<file path="src/rtl/scan_mux_n1_if.sv">
// -----------------------------------------------------------------------------
// scan_mux_n1_if
//   Bundles the channel inputs, select controls and the valid/ready output
//   stage of scan_mux_n1. The producer side, a bench or the upstream logic,
//   uses the master modport. The mux itself uses the slave modport.
//
//   Parameters : NCH (channels), DW (data width per channel)
//   Signals    : mode, sel[SW], ch_en[NCH], din[NCH*DW], out_ready  -> to mux
//                out_valid, dout[DW], out_ch[SW] (+ out_par)       <- from mux
//   Build macro: SCAN_MUX_PARITY_EN adds out_par (even parity of dout).
// -----------------------------------------------------------------------------
interface scan_mux_n1_if #(
    parameter int NCH = 8,
    parameter int DW  = 8
);
    localparam int SW = (NCH > 1) ? $clog2(NCH) : 1;

    logic              mode;
    logic [SW-1:0]     sel;
    logic [NCH-1:0]    ch_en;
    logic [NCH*DW-1:0] din;
    logic              out_ready;
    logic              out_valid;
    logic [DW-1:0]     dout;
    logic [SW-1:0]     out_ch;
`ifdef SCAN_MUX_PARITY_EN
    logic              out_par;
`endif

    modport master (
        output mode, sel, ch_en, din, out_ready,
        input  out_valid, dout, out_ch
`ifdef SCAN_MUX_PARITY_EN
        , input out_par
`endif
    );

    modport slave (
        input  mode, sel, ch_en, din, out_ready,
        output out_valid, dout, out_ch
`ifdef SCAN_MUX_PARITY_EN
        , output out_par
`endif
    );
endinterface

</file>
<file path="src/rtl/scan_mux_n1.sv">
// -----------------------------------------------------------------------------
// scan_mux_n1
//   This is a parametrised N:1 registered multiplexer with a single valid/ready
//   output register and no skid buffer. It has two ways to choose a channel.
//     mode=0 : the channel is the one named by sel. It is used only when
//              sel < NCH and ch_en[sel] is set.
//     mode=1 : the channel comes from a round-robin scan over the enabled
//              channels. The scan starts at an internal pointer.
//   The output register is loaded when it is empty or when the consumer takes
//   the current sample. While stalled, all state holds.
//
//   Ports
//     clk  : rising-edge clock
//     rst  : asynchronous active-high reset
//     bus  : scan_mux_n1_if.slave
//            inputs  : mode, sel, ch_en, din, out_ready
//            outputs : out_valid, dout, out_ch
//   Build macro
//     SCAN_MUX_PARITY_EN : drives bus.out_par with the even parity of dout.
//                          The parity bit is registered together with dout.
//   The interface instance must use the same NCH/DW as this module.
// -----------------------------------------------------------------------------
module scan_mux_n1 #(
    parameter int NCH = 8,
    parameter int DW  = 8
) (
    input  logic clk,
    input  logic rst,
    scan_mux_n1_if.slave bus
);
    localparam int SW   = (NCH > 1) ? $clog2(NCH) : 1;
    localparam int NPAD = 1 << SW;

    // The data and enable tables are padded up to a power of two. An
    // out-of-range direct select then reads a disabled padding entry, so no
    // separate range compare is needed.
    logic [DW-1:0]   ch_data [NPAD];
    logic [NPAD-1:0] en_pad;

    generate
        for (genvar gi = 0; gi < NPAD; gi++) begin : g_ch
            if (gi < NCH) begin : g_real
                assign ch_data[gi] = bus.din[gi*DW +: DW];
                assign en_pad[gi]  = bus.ch_en[gi];
            end else begin : g_pad
                assign ch_data[gi] = '0;
                assign en_pad[gi]  = 1'b0;
            end
        end
    endgenerate

    logic          out_valid_q, out_valid_d;
    logic [DW-1:0] dout_q, dout_d;
    logic [SW-1:0] out_ch_q, out_ch_d;
    logic [SW-1:0] ptr_q, ptr_d;
    logic          mode_q;

    logic          ld;
    logic [SW-1:0] scan_start;
    logic [SW-1:0] scan_tgt;
    logic          scan_found;
    logic [SW-1:0] tgt;
    logic          found;

    // On the cycle that scan mode is entered, the search restarts from channel 0.
    assign scan_start = (bus.mode && !mode_q) ? '0 : ptr_q;

    // This is a circular priority search beginning at scan_start. The loop runs
    // from the farthest offset down to the nearest one. The nearest enabled
    // channel is assigned last, so it wins. A disabled channel under the
    // pointer is skipped in the same cycle.
    always_comb begin : scan_search
        int idx;
        idx        = 0;
        scan_found = 1'b0;
        scan_tgt   = '0;
        for (int k = NCH - 1; k >= 0; k--) begin
            idx = int'(scan_start) + k;
            if (idx >= NCH) begin
                idx = idx - NCH;
            end
            if (bus.ch_en[idx]) begin
                scan_found = 1'b1;
                scan_tgt   = SW'(idx);
            end
        end
    end

    always_comb begin : next_state
        ld          = !out_valid_q || bus.out_ready;
        tgt         = bus.mode ? scan_tgt : bus.sel;
        found       = bus.mode ? scan_found : en_pad[bus.sel];
        out_valid_d = out_valid_q;
        dout_d      = dout_q;
        out_ch_d    = out_ch_q;
        ptr_d       = ptr_q;
        if (ld) begin
            if (found) begin
                out_valid_d = 1'b1;
                dout_d      = ch_data[tgt];
                out_ch_d    = tgt;
                if (bus.mode) begin
                    ptr_d = (tgt == SW'(NCH - 1)) ? '0 : tgt + 1'b1;
                end
            end else begin
                // No channel qualifies. The output goes empty, and the last
                // data and channel values remain visible.
                out_valid_d = 1'b0;
            end
        end
    end

    always_ff @(posedge clk or posedge rst) begin
        if (rst) begin
            out_valid_q <= 1'b0;
            dout_q      <= '0;
            out_ch_q    <= '0;
            ptr_q       <= '0;
            mode_q      <= 1'b0;
        end else begin
            out_valid_q <= out_valid_d;
            dout_q      <= dout_d;
            out_ch_q    <= out_ch_d;
            ptr_q       <= ptr_d;
            mode_q      <= bus.mode;
        end
    end

    assign bus.out_valid = out_valid_q;
    assign bus.dout      = dout_q;
    assign bus.out_ch    = out_ch_q;

`ifdef SCAN_MUX_PARITY_EN
    // The parity bit follows dout_d. It therefore holds whenever dout holds.
    logic par_q;
    always_ff @(posedge clk or posedge rst) begin
        if (rst) begin
            par_q <= 1'b0;
        end else begin
            par_q <= ^dout_d;
        end
    end
    assign bus.out_par = par_q;
`endif

endmodule

</file>
<file path="src/flat_wrapper.sv">
// flat-port wrapper written by rule: the top's interface ports become plain ports
module scan_mux_n1_flat 
#(
    parameter int NCH = 8,
    parameter int DW  = 8
)
  (clk, rst, bus_mode, bus_sel, bus_ch_en, bus_din, bus_out_ready, bus_out_valid, bus_dout, bus_out_ch);
  scan_mux_n1_if #(.NCH(NCH), .DW(DW)) bus_i ();
  input  logic clk;
  input  logic rst;
  input wire logic [$bits(bus_i.mode)-1:0] bus_mode;
  input wire logic [$bits(bus_i.sel)-1:0] bus_sel;
  input wire logic [$bits(bus_i.ch_en)-1:0] bus_ch_en;
  input wire logic [$bits(bus_i.din)-1:0] bus_din;
  input wire logic [$bits(bus_i.out_ready)-1:0] bus_out_ready;
  output wire logic [$bits(bus_i.out_valid)-1:0] bus_out_valid;
  output wire logic [$bits(bus_i.dout)-1:0] bus_dout;
  output wire logic [$bits(bus_i.out_ch)-1:0] bus_out_ch;
  assign bus_i.mode = bus_mode;
  assign bus_i.sel = bus_sel;
  assign bus_i.ch_en = bus_ch_en;
  assign bus_i.din = bus_din;
  assign bus_i.out_ready = bus_out_ready;
  assign bus_out_valid = bus_i.out_valid;
  assign bus_dout = bus_i.dout;
  assign bus_out_ch = bus_i.out_ch;
  scan_mux_n1 #(.NCH(NCH), .DW(DW)) u_core (.clk(clk), .rst(rst), .bus(bus_i));
endmodule
</file>
<file path="config.mk">
export PLATFORM = sky130hd
export DESIGN_NAME = scan_mux_n1_flat
export DESIGN_NICKNAME = d
export VERILOG_FILES = /design/src/rtl/scan_mux_n1_if.sv /design/src/rtl/scan_mux_n1.sv /design/src/flat_wrapper.sv
export SDC_FILE = /design/constraint.sdc
export NUM_CORES = 1
export LEC_CHECK = 0
export BUFFER_PORTS_ARGS = -buffer_cell sky130_fd_sc_hd__buf_2
export CORE_ASPECT_RATIO = 1.1
export CORE_MARGIN = 2
export CORE_UTILIZATION = 35
export CTS_CLUSTER_SIZE = 16
export DETAILED_ROUTE_END_ITERATION = 7
export GPL_ROUTABILITY_DRIVEN = 0
export PLACE_DENSITY_LB_ADDON = 0.25
export SYNTH_ARGS = -nofsm -noshare
export SYNTH_HDL_FRONTEND = slang
export SYNTH_SLANG_ARGS = --single-unit
</file>
<file path="constraint.sdc">
create_clock -name clk -period 5.9 [get_ports clk]
set_input_delay 1.18 -clock clk [delete_from_list [all_inputs] [get_ports clk]]
set_output_delay 1.18 -clock clk [all_outputs]
set_load 0.05 [all_outputs]
</file>
Word level (Yosys, flattened, before mapping)

Cells that the tools add are included.

Register bits after elaboration: 16
Latch bits: 0
Bits in writable memories: 0
Bits in read-only memories: 0
Input bits: 79
Output and inout bits: 12
Logic and storage cells: 105
Memories kept: 0

$add $sub $neg: 16
$mul: 0
Divide/modulo/power cells: 0
Order comparisons: 18
Equality and inequality tests: 1
Shift-type cells: 0
Mux-type cells: 58
Bitwise gates (word level): 1
Reduce and logical (&&, ||, !) cells: 6

Operators by type and width:

| kind                    | count |
|---|---|
| $lt A32 B5 Y1 const B   | 8 |
| $mux W32                | 8 |
| $ge A32 B5 Y1 const B   | 7 |
| $sub A32 B5 Y32 const B | 7 |
| $mux W3                 | 11 |
| $bmux W1 S3             | 9 |
| $mux W1                 | 27 |
| $bmux W8 S3             | 1 |
| $add A3 B3 Y4 const B   | 4 |
| $mux W8                 | 2 |
| $add A3 B2 Y4 const B   | 2 |
| $sub A3 B4 Y5 const B   | 1 |
| $add A3 B1 Y4 const B   | 1 |
| $ge A3 B4 Y1 const B    | 1 |
| $ge A4 B4 Y1 const B    | 1 |
| $lt A3 B4 Y1 const B    | 1 |
| $not A3 Y4              | 1 |
| $add A3 B1 Y3 const B   | 1 |
| $eq A3 B3 Y1 const B    | 1 |
| $reduce_and A3 Y1       | 1 |
| $logic_not A1 Y1        | 2 |
| $reduce_and A2 Y1       | 1 |
| $logic_and A1 B1 Y1     | 1 |
| $logic_or A1 B1 Y1      | 1 |

Longest topological paths before layout

Depth after elaboration: 22
Gate-level depth with buffers: 20
Gate-level depth less buffers: 15

Least setup slack after synthesis

OpenSTA, ideal clock, no wires.

Path kind: input-to-reg
Start: input port bus_mode
End: register u_core.dout_q[5] (netlist: u_core.bus.dout[5])
Arrival: 4.684 ns
Slack: 1.087 ns
Stages: 18
Cell sequence: buf_6 nand2b_1 clkbuf_8 clkbuf_1 nand2_1 ha_1 clkbuf_1 mux2i_1 nand3_1 and3_1 nor2_1 mux2_2 a211oi_1 nor3_4 or2_0 clkbuf_2 o22ai_1 o31ai_1

Longest elaborated chain between the ends: 21
Elaborated cells between the ends (all ways): 80
Those cells by class: 15 x add/sub; 8 x order compare; 54 x mux; 1 x bitwise; 2 x reduce/logical

Ends and longest elaborated chain:

| item                                             | RTL line                             | RTL |
|---|---|---|
| start, declared                                  | flat_wrapper.sv:11                   | `input wire logic [$bits(bus_i.mode)-1:0] bus_mode;` |
| $logic_and A1 B1 Y1                              | scan_mux_n1.sv:66                    | `assign scan_start = (bus.mode && !mode_q) ? '0 : ptr_q;` |
| $mux W3                                          | scan_mux_n1.sv:66                    |  |
| $add A3 B3 Y4                                    | scan_mux_n1.sv:78                    | `idx = int'(scan_start) + k;` |
| $sub A32 B5 Y32 or $ge A32 B5 Y1 (tied branches) | scan_mux_n1.sv:80, scan_mux_n1.sv:79 |  |
| $mux W32                                         | scan_mux_n1.sv:79                    | `if (idx >= NCH) begin` |
| $bmux W1 S3                                      | scan_mux_n1.sv:82                    | `if (bus.ch_en[idx]) begin` |
| $mux W1 (not written as such) (2 in a row)       | scan_mux_n1.sv:82                    |  |
| $mux W3 (8 in a row)                             | scan_mux_n1.sv:82                    |  |
| $mux W3 (*)                                      | scan_mux_n1.sv:91                    | `tgt = bus.mode ? scan_tgt : bus.sel;` |
| via u_core.tgt[1]                                | scan_mux_n1.sv:62                    | `logic [SW-1:0] tgt;` |
| $not A3 Y4 (not written as such) (*)             | scan_mux_n1.sv:100                   | `dout_d = ch_data[tgt];` |
| $bmux W8 S3 (*)                                  | scan_mux_n1.sv:100                   |  |
| $mux W8 (not written as such) (*) (2 in a row)   | scan_mux_n1.sv:100                   |  |
| end signal, assigned                             | scan_mux_n1.sv:122                   | `dout_q <= dout_d;` |
| end, declared                                    | scan_mux_n1.sv:53                    | `logic [DW-1:0] dout_q, dout_d;` |

Mark *: on every way through the listed nets, which the timed path passes. The rest lies on a longest branch. The select of a mux whose other input is x is not followed.
A chain may end at the register's enable or synchronous reset.

Final worst setup path

Start: input port bus_mode
End: register u_core.dout_q[0] (netlist: u_core.bus.dout[0])

Same word-level chain as after synthesis.

==> reports/results.txt <==
The run gives 0 as the count of antenna diodes in the layout. The biggest area contributor in the post-synthesis netlist is sky130_fd_sc_hd__dfrtp_1. Setup slack on the worst reg-to-reg path comes out at 1.85 ns. A synthesized cell averages 8.67 µm². Start-to-end type of the worst setup path: primary input to flip-flop. STA classifies the critical path endpoint as a flip-flop. IR analysis of the VDD net gives a maximum drop of 232 µV. For the worst setup path, the data required time is 6.00 ns. The logic depth of the worst register-to-register path is 14, and the total of endpoints with negative setup slack in the final report is 0. Leakage power figure: 1.30 nW. The initial antenna violation count was 0. The top flip-flop cell by instance count after synthesis is sky130_fd_sc_hd__dfrtp_1. The hold violation total from the final report is 0. Of the synthesized area, sequential elements account for 16.0%. The run finished with clean final reports.

The number of buffers inserted to repair setup after CTS was 0; the portion of the clock cycle consumed by the worst path in the final layout was 79.9%. 91 I/O pins were placed. The clock arrives with 0.00213 ns of skew. The first global-routing pass estimated 12,300 µm of wire. The half-perimeter wire length after detailed placement is 6250 µm.

For the number of detailed-routing iterations run before antenna repair, the log shows 4. The path class of the tightest hold or removal check is flip-flop to flip-flop. Timing would allow up to 212 MHz. In the final design database the tool counted 450 nets.

The most critical setup path has its startpoint at bus_mode. The tools report the total count of max-transition violations in the final report as 0. Cell internal power was estimated by the tool at 766 µW. The floorplan step defined a die boundary enclosing 0.00785 mm².

The die boundary height is 92.8 µm, and the peak fanout along the critical path is 22. The first routing iteration left 92 violations. The total wire length is 7910 µm, and the initial cell density of the core is 36.0%. Summing all non-filler instances in the final layout gives an area of 0.00298 mm².

The total number of clock tree sinks is 16. The number of clock buffers added by TritonCTS is 3. The largest single stage delay on the critical path is 0.50 ns.

The largest individual stage delay along the critical path comes from the cell sky130_fd_sc_hd__ha_1. The tools report the total of hold buffers inserted after clock tree synthesis as 0. Yosys attributes the largest share of cell area to sky130_fd_sc_hd__dfrtp_1 (16%), sky130_fd_sc_hd__mux2_2 (13%), sky130_fd_sc_hd__mux2_1 (5.4%).

The pin count of the biggest net entering global routing came out at 36. The total power density per cell area was 551 mW/mm²; the switching power was 875 µW. Clock-pin slew was measured on the worst setup and hold paths at 0.07 ns. Broken down by cell family, the worst path's largest delay share belongs to simple AND/OR/NAND/NOR gates. In this run the remaining antenna-violating nets after routing total 0.

Max capacitance violation total: 0. The critical path goes through buf_2 > nand2b_1 > buf_4 > nand2_1 > ha_1 > mux2i_1 > nand3_1 > and3_1 > nor2_1 > mux2_2 > a211oi_1 > nor3_4 > or2_0 > o22ai_1 > o31ai_1. Source of the worst register-to-register timing path: u_core.mode_q. The clock passes through at most 2 buffers. Dividing the detail-routed via count by the number of cells gives 5.77.

The tools report the synthesized netlist net count as 371. Synthesis produced 289 cells. The logs give 11.7% for the power share of the sequential group and 76 for the post-synthesis cell type count. CTS placed an instance of sky130_fd_sc_hd__clkbuf_8 at the clock tree root. Global routing finished with a remaining overflow of 0. Dividing the detail-routed wire length by the instance count gives 17.5 µm. The number of gates resized after CTS was 0. The endpoint arrival time on the critical path was 4.82 ns; the portion of total power attributed to combinational logic was 82.5%.

For this run, the total global-route usage over all layers was measured as 19.1%. In the final timing run, aggregate negative setup slack is 0 ns. The relative area change from synthesis to final layout works out to 19.0%. The end of the worst register-to-register path was u_core.bus.dout[0].

Setup repair after global routing left no endpoint under its margin. The worst path needs 4.71 ns of the cycle, external delays included. The number of buffers and inverters on the critical path is 2.

The region available for standard cell placement spans 0.00697 mm². Synthesis inferred 16 register bits. Measured along the x axis, the die boundary spans 84.7 µm. For this run, design rule violations remaining after detail routing come to 0. Once placement finished, the instance area stood at 0.00293 mm².

For the pin with the worst max-slew slack, the measured transition is 0.648 ns. The run gives 2,606 as the vias after detailed routing. The area share of the largest cell type after synthesis is 16.0%.

Number of logic stages on the critical path including buffering: 15. The worst pin sits at a relative slew slack of 56.8%. The post-route core utilization came out at 42.8%. Of the cells placed in the final design, the portion with a size suffix greater than 1 is 43.1%.

TritonCTS built the clock tree. The category of the worst setup path launch point is a primary input. The level count of the clock H-tree is 1, and the proportion of synthesized flip-flops having asynchronous set or reset is 100%. The number of global-route vias before repair is 2,506.

The logs give 32 for the cell row count and 0.24 ns for the later-pin clock latency in the skew report. The total standard cell area after synthesis was 0.00251 mm²; the number of synthesis warnings was 0. Net switching is 53.3% of the power.

The clock network fraction of total power came out at 5.9%. Following the worst setup path forward leads to its endpoint at u_core.bus.dout[0]. The synthesized design contains 0 enable-type register cells. The number of buffer cells added on primary ports was 90.
-- logic make-up after synthesis --
family,count (synthesis),share of synthesized area [%]
XOR/XNOR,1,0.350
multiplexers,52,24.3
adder cells (fa/ha/maj),3,1.50
AND/OR/NAND/NOR,92,19.5
AO/OA/AOI/OAI,95,29.5
buffers and inverters,30,8.94
flip-flops,16,16.0
-- how the worst min path moves through the flow --
stage	slack (ns)	to	depth (start not counted)	start
finish	0.48	u_core.bus.dout[2]	2	u_core.bus.dout[2]
global route	0.49	u_core.bus.dout[7]	2	u_core.bus.dout[7]
CTS	0.48	u_core.bus.dout[5]	2	u_core.bus.dout[5]
detailed placement	0.47	u_core.bus.dout[5]	2	u_core.bus.dout[5]
global placement	0.46	u_core.bus.dout[5]	2	u_core.bus.dout[5]
floorplan	0.62	u_core.ptr_q[0]	2	u_core.ptr_q[0]
-- layout by cell type (no fill, tap or decap), types with 5 or more instances in the layout --
| cell type | count |
|---|---|
| sky130_fd_sc_hd__o211ai_1 | 8 |
| sky130_fd_sc_hd__dfrtp_1 | 16 |
| sky130_fd_sc_hd__mux2_1 | 12 |
| sky130_fd_sc_hd__o31ai_1 | 8 |
| sky130_fd_sc_hd__buf_2 | 90 |
| sky130_fd_sc_hd__buf_4 | 5 |
| sky130_fd_sc_hd__nand2_1 | 31 |
| sky130_fd_sc_hd__mux2_2 | 29 |
| sky130_fd_sc_hd__mux2i_1 | 8 |
| sky130_fd_sc_hd__nand3_1 | 8 |
| sky130_fd_sc_hd__and3_1 | 5 |
| sky130_fd_sc_hd__nor2_1 | 14 |
| sky130_fd_sc_hd__inv_1 | 5 |
| sky130_fd_sc_hd__o22ai_1 | 17 |
| sky130_fd_sc_hd__o21ai_0 | 8 |
| sky130_fd_sc_hd__a21oi_1 | 10 |
-- synth_stat cells (2+ instances only) --
cell type and instances:
sky130_fd_sc_hd__or2_2 3, sky130_fd_sc_hd__nor3_1 4, sky130_fd_sc_hd__a21oi_1 10, sky130_fd_sc_hd__dfrtp_1 16, sky130_fd_sc_hd__buf_4 2, sky130_fd_sc_hd__o21ai_0 8, sky130_fd_sc_hd__clkbuf_8 5, sky130_fd_sc_hd__a31oi_1 4
sky130_fd_sc_hd__mux4_2 3, sky130_fd_sc_hd__inv_2 2, sky130_fd_sc_hd__nor2b_1 2, sky130_fd_sc_hd__nand3_1 8, sky130_fd_sc_hd__mux2_1 12, sky130_fd_sc_hd__ha_1 3, sky130_fd_sc_hd__o31ai_1 8, sky130_fd_sc_hd__a211oi_1 4
sky130_fd_sc_hd__o221ai_1 4, sky130_fd_sc_hd__clkbuf_1 4, sky130_fd_sc_hd__mux2_2 29, sky130_fd_sc_hd__and3_1 5, sky130_fd_sc_hd__nand2b_1 4, sky130_fd_sc_hd__mux2i_1 8, sky130_fd_sc_hd__a221oi_1 2, sky130_fd_sc_hd__or3_1 4
sky130_fd_sc_hd__nand2_1 31, sky130_fd_sc_hd__o21a_1 3, sky130_fd_sc_hd__nor2_1 14, sky130_fd_sc_hd__a21boi_0 4, sky130_fd_sc_hd__buf_2 3, sky130_fd_sc_hd__inv_1 5, sky130_fd_sc_hd__o211ai_1 8, sky130_fd_sc_hd__buf_6 5
sky130_fd_sc_hd__o2111ai_1 3, sky130_fd_sc_hd__o22ai_1 17
-- per-stage QoR --
step	hold WS [ns]	setup slack, ns	power [mW]	instances
finish	0.483	1.19	1.64	452
global route	0.494	0.934	1.77	452
CTS	0.481	1.21	1.64	452
detailed placement	0.466	0.952	1.54	448
global placement	0.457	1.03	1.54	448
floorplan	0.621	1.09	1.29	289
-- cell type report --
cell class / count / area [µm²]
clock buffer: 4 / 55.1
fill: 713 / 3990
inverter: 8 / 30.0
multi-input combinational: 243 / 1880
sequential: 16 / 400
tap: 85 / 106
timing repair buffer: 96 / 508
-- worst register-to-register path: stages (launching register included) --
cell and delay (ns):
sky130_fd_sc_hd__dfrtp_1 0.39, sky130_fd_sc_hd__nand2b_1 0.15, sky130_fd_sc_hd__buf_4 0.25, sky130_fd_sc_hd__nand2_1 0.11, sky130_fd_sc_hd__ha_1 0.50, sky130_fd_sc_hd__mux2i_1 0.29, sky130_fd_sc_hd__nand3_1 0.12, sky130_fd_sc_hd__and3_1 0.25
sky130_fd_sc_hd__nor2_1 0.20, sky130_fd_sc_hd__mux2_2 0.37, sky130_fd_sc_hd__a211oi_1 0.48, sky130_fd_sc_hd__nor3_4 0.08, sky130_fd_sc_hd__or2_0 0.40, sky130_fd_sc_hd__o22ai_1 0.21, sky130_fd_sc_hd__o31ai_1 0.10
-- power groups by stage --
| stage | registers [mW] | clock network (mW) | logic (mW) |
|---|---|---|---|
| finish | 0.192 | 0.0962 | 1.35 |
| global route | 0.198 | 0.104 | 1.47 |
| CTS | 0.192 | 0.0986 | 1.35 |
| detailed placement | 0.192 | 0 | 1.35 |
| global placement | 0.191 | 0 | 1.35 |
| floorplan | 0.325 | 0 | 0.962 |
-- flip-flops by register name (all words and copies together), names as in the netlist --
name / cells
u_core.bus.out_ch: 3
u_core.ptr_q: 3
u_core.bus.dout: 8
u_core.mode_q: 1
u_core.bus.out_valid: 1
-- metal layers --
layer / wire length (µm) / up-vias / global-route usage [%]
met1: 3220 / 1201 / 22.9
met5: 0 / - / 0
met3: 590 / 16 / 2.76
met2: 3920 / 107 / 34.6
li1: - / 1282 / -
met4: 179 / 0 / 6.75
Note: power is estimated with default switching activity, not from simulation.
